## src/rtl/riscv_pkg.sv

```systemverilog
// Shared core types: fetch/decode entry bundle and the canonical NOP.
package riscv_pkg;

   localparam int XLEN = 32;

   localparam logic [XLEN-1:0] NOP_INSTR = 32'h00000013;

   typedef struct packed {
      logic [XLEN-1:0] instruction;
      logic [XLEN-1:0] pc;
      logic [XLEN-1:0] pc_plus_four;
   } fetch_entry_t;

endpackage

```

## src/rtl/fetch_queue_mem.sv

```systemverilog
// Entry storage for the fetch/decode queue.
// One write port, one asynchronous read port, no reset.
module fetch_queue_mem
   import riscv_pkg::*;
#(
   parameter int DEPTH = 4,
   parameter int PW    = $clog2(DEPTH)
) (
   input  logic               clk,
   input  logic               i_we,
   input  logic [PW-1:0]      i_waddr,
   input  fetch_entry_t       i_wdata,
   input  logic [PW-1:0]      i_raddr,
   output fetch_entry_t       o_rdata
);

   fetch_entry_t r_mem [DEPTH];

   always_ff @(posedge clk) begin
      if (i_we) begin
         r_mem[i_waddr] <= i_wdata;
      end
   end

   assign o_rdata = r_mem[i_raddr];

endmodule

```

## src/rtl/fetch_decode_queue.sv

```systemverilog
// Fetch-to-decode instruction buffer: DEPTH-entry FIFO that
// shows a NOP to decode when empty and drops everything on flush.
module fetch_decode_queue #(
   parameter int              n         = 32,
   parameter int              DEPTH     = 4,
   parameter logic [n-1:0]    NOP_INSTR = riscv_pkg::NOP_INSTR
) (
   input  logic                         clk,
   input  logic                         reset,
   input  logic                         branch_instruction,
   input  logic                         in_valid,
   output logic                         in_ready,
   input  logic [n-1:0]                 instruction_next,
   input  logic [n-1:0]                 pc_next,
   input  logic [n-1:0]                 pc_plus_four_next,
   input  logic                         out_ready,
   output logic                         out_valid,
   output logic [n-1:0]                 instruction,
   output logic [n-1:0]                 pc,
   output logic [n-1:0]                 pc_plus_four,
   output logic [$clog2(DEPTH+1)-1:0]   count
);

   import riscv_pkg::*;

   localparam int PW = $clog2(DEPTH);
   localparam int CW = $clog2(DEPTH+1);
   localparam logic [CW-1:0] FULL = CW'(DEPTH);

   logic [PW-1:0] r_wr_ptr;
   logic [PW-1:0] r_rd_ptr;
   logic [CW-1:0] r_count;
   logic [CW-1:0] w_count_nxt;

   logic          w_push;
   logic          w_pop;
   fetch_entry_t  w_wdata;
   fetch_entry_t  w_rdata;

   // Handshakes depend only on registered count, so no
   // out_ready -> in_ready path exists.
   assign in_ready  = (r_count != FULL);
   assign out_valid = (r_count != '0);

   assign w_push = in_valid  & in_ready  & ~branch_instruction;
   assign w_pop  = out_ready & out_valid & ~branch_instruction;

   assign w_wdata = '{
      instruction:  instruction_next,
      pc:           pc_next,
      pc_plus_four: pc_plus_four_next
   };

   always_comb begin
      w_count_nxt = r_count;
      unique case ({w_push, w_pop})
         2'b10:   w_count_nxt = r_count + CW'(1);
         2'b01:   w_count_nxt = r_count - CW'(1);
         default: w_count_nxt = r_count;
      endcase
   end

   always_ff @(posedge clk) begin
      if (reset || branch_instruction) begin
         r_wr_ptr <= '0;
         r_rd_ptr <= '0;
         r_count  <= '0;
      end else begin
         if (w_push) begin
            r_wr_ptr <= r_wr_ptr + PW'(1);
         end
         if (w_pop) begin
            r_rd_ptr <= r_rd_ptr + PW'(1);
         end
         r_count <= w_count_nxt;
      end
   end

   fetch_queue_mem #(
      .DEPTH (DEPTH),
      .PW    (PW)
   ) u_mem (
      .clk     (clk),
      .i_we    (w_push),
      .i_waddr (r_wr_ptr),
      .i_wdata (w_wdata),
      .i_raddr (r_rd_ptr),
      .o_rdata (w_rdata)
   );

   // Stale array contents stay hidden behind the NOP while empty.
   assign instruction  = out_valid ? w_rdata.instruction  : NOP_INSTR;
   assign pc           = out_valid ? w_rdata.pc           : '0;
   assign pc_plus_four = out_valid ? w_rdata.pc_plus_four : '0;

   assign count = r_count;

endmodule

```

## config.mk

```make
export PLATFORM = sky130hd
export DESIGN_NAME = fetch_decode_queue
export DESIGN_NICKNAME = d
export VERILOG_FILES = /design/src/rtl/riscv_pkg.sv /design/src/rtl/fetch_queue_mem.sv /design/src/rtl/fetch_decode_queue.sv
export SDC_FILE = /design/constraint.sdc
export NUM_CORES = 1
export LEC_CHECK = 0
export ABC_AREA = 1
export CORE_MARGIN = 8
export CORE_UTILIZATION = 56
export CTS_CLUSTER_DIAMETER = 50
export DETAILED_ROUTE_END_ITERATION = 10
export GPL_TIMING_DRIVEN = 1
export PLACE_DENSITY = 0.83
export SYNTH_ARGS = -nofsm -noshare
export SYNTH_HDL_FRONTEND = slang
export SYNTH_HIERARCHICAL = 1
export SYNTH_SLANG_ARGS = --single-unit
```

## constraint.sdc

```tcl
create_clock -name clk -period 10.1 [get_ports clk]
set_input_delay 1.515 -clock clk [delete_from_list [all_inputs] [get_ports clk]]
set_output_delay 1.515 -clock clk [all_outputs]
set_load 0.02 [all_outputs]
```

==> results.cfg <==
[run_status]
status = finished, final reports clean

[logic_synthesis]
ys_types = 20
synthCells = 1772
syn_area_per_cell_um2 = 9.74
synth.area.top_cells = edfxtp_1 67%, inv_1 11%, nand2_1 11%, nand3_1 5.7%, nor2_1 2.2%
yosys.area.top_type = edfxtp_1
synth_seq_cells = 391
synth_top_area_frac = 0.668
syn_area_um2 = 17300
synth_nets = 1875
yosys_warnings = 6
synth-seq-area-share = 0.676

[cts]
clk_latency_ps = 520
clkSinkCount = 391
cts_resized = 0
cts_tree = built
cts_htree_levels = 2
path_clk_slew_ps = 60
cts_made_buffers = 41
cts_setup_buffers = 0
clk_path_buf_depth = 3
root_buffer = clkbuf_16
hold_buffers = 0

[sta]
finalHoldViolations = 0
tns_ps = 0
finClkSkew_ps = 10.2
report.final.slew_viol_count = 0
relSlewSlack = 0.244
max_freq_ghz = 0.194
rsz0062_at_grt = false
finalSetupViolations = 0
hold_ws_ps = 524
period_share = 0.511
tightest_slew_ps = 1130
period_minus_slack_ps = 5160
setup_ws_ps = 4940

[global_routing]
grt_first_pass_wirelength_um = 59600
grt_pass1_vias = 12100
grt_usage = 0.205
grt_overflow = 0
grt_max_degree = 105
antenna_found_initial = 4

[layout]
register_area_um2 = 11700
multi_input_area_um2 = 3370
nFillCells = 2152
finalNetCount = 2060
drive_gt1_frac = 0.0403
layout-area-overhead-vs-synth_pct = 20.2
final_cell_count_no_fill = 2387

[worst_setup_path]
worst-endpoint-required_ps = 8590
path_max_fanout = 104
r2r-start = count[0]
cp.arrival_ps = 3640
cp_num_buf_inv = 4
slowest_delay_ps = 1000
crit_type = reg2out
worstSetupStartpoint = r_rd_ptr[0]
start_kind = flop
path_delay_family = buffers and inverters
cp_slowest_cell = buf_4
crit_path_frequent_cell = nand2_1
worstPathCellList = inv_6 -> buf_4 -> nand2_1 -> nand3_1 -> nand2_1 -> inv_1 -> nor2_1 -> clkdlybuf4s50_1
end_kind = primary output

[floorplan]
fp-row-count = 64
initial_core_util = 0.566
die_h_um = 192
pin_count = 202
core_um2 = 30500
die_area_um2 = 36700
die_w_um = 192

[route]
wl_per_cell_um = 15.9
vias = 11800
wirelength_um = 38000
viasPerCell = 4.96
drt_iter0_drc = 942
dr.pass1.iters = 6
drc = 0
ant_nets = 0

[place]
gp_congestion = 0.769
place_hpwl_um = 22000
post-place-ws_ps = 5460
io_buffers = 201
dp_cells = 2310

[power_and_ir_drop]
power_density_nw_per_um2 = 163
ir_drop_v = 0.000138
leakagePower_nw = 9.42
finalPower_mw = 3.39

[flow_run]
max_cap_viol_count = 0

[min_path]
hp-start = count[0]
holdCritPathClass = reg2reg
==> layout make-up <==
| type | count | share of cell area |
|---|---|---|
| clock buffer | 56 | 0.0536 |
| multi-input combinational | 811 | 0.162 |
| sequential | 391 | 0.563 |
| tap | 396 | 0.0239 |
| inverter | 497 | 0.0903 |
| clock inverter | 15 | 0.00452 |
| antenna | 6 | 0.000724 |
| timing repair buffer | 215 | 0.102 |
==> state kept, by name, summed over array words and instances (netlist names) <==
signal,cells
count,3
r_wr_ptr,2
r_rd_ptr,2
u_mem/r_mem,384
==> cells in the final DEF, fill, tap and decap left out, types with 3 or more instances in the layout <==
| cell type | n |
|---|---|
| nand3_1 | 197 |
| buf_4 | 14 |
| clkdlybuf4s50_1 | 201 |
| clkinv_1 | 4 |
| nand2_1 | 493 |
| clkbuf_1 | 12 |
| diode_2 | 6 |
| nor3_2 | 4 |
| or2_1 | 3 |
| a21oi_1 | 4 |
| clkbuf_16 | 41 |
| nor2_1 | 102 |
| inv_1 | 494 |
| clkinv_2 | 8 |
| clkbuf_8 | 3 |
| dfxtp_1 | 5 |
| edfxtp_1 | 384 |
==> through the flow <==
stage	area, µm²	util
CTS	20700	0.680
global route	20700	0.680
detailed placement	19500	0.640
floorplan	17300	-
global placement	19500	0.640
finish	20800	0.680
==> cells in the mapped netlist <==
library cell / count
nor2_1: 102
buf_4: 1
buf_2: 56
buf_6: 5
edfxtp_1: 384
nor2_2: 1
nor3_1: 4
a21oi_1: 4
nand2_1: 493
inv_1: 494
nand2_2: 1
inv_2: 3
ha_1: 1
nand4_1: 2
or2_1: 3
o21ai_0: 2
fa_1: 1
clkbuf_1: 11
nand3_1: 197
dfxtp_1: 7
==> kinds of logic after synthesis <==
| group | synth area share |
|---|---|
| compound gates | 0.00174 |
| fa+ha+maj | 0.00188 |
| buf+inv | 0.130 |
| flops | 0.676 |
| simple gates | 0.190 |
==> worst paths after layout <==
path | endpoint | slack, ps | cells past startpoint
max | pc_plus_four[16] | 4940 | 8
min | count[0] | 520 | 1
max reg2reg | u_mem/r_mem[1][31] | 7210 | 8
min reg2reg | count[0] | 520 | 1
==> layer usage <==
layer	up-vias	track usage	wire, µm
li1	5771	-	-
met3	78	0.0430	3080
met5	-	0	27
met2	416	0.375	19300
met1	5571	0.236	14600
met4	4	0.0702	983
==> power breakdown <==
part / switching, mW / internal (mW)
registers: 0.00717 / 1.81
clock network: 0.570 / 0.771
logic: 0.132 / 0.0946
Note: power is estimated with default switching activity, not from simulation.
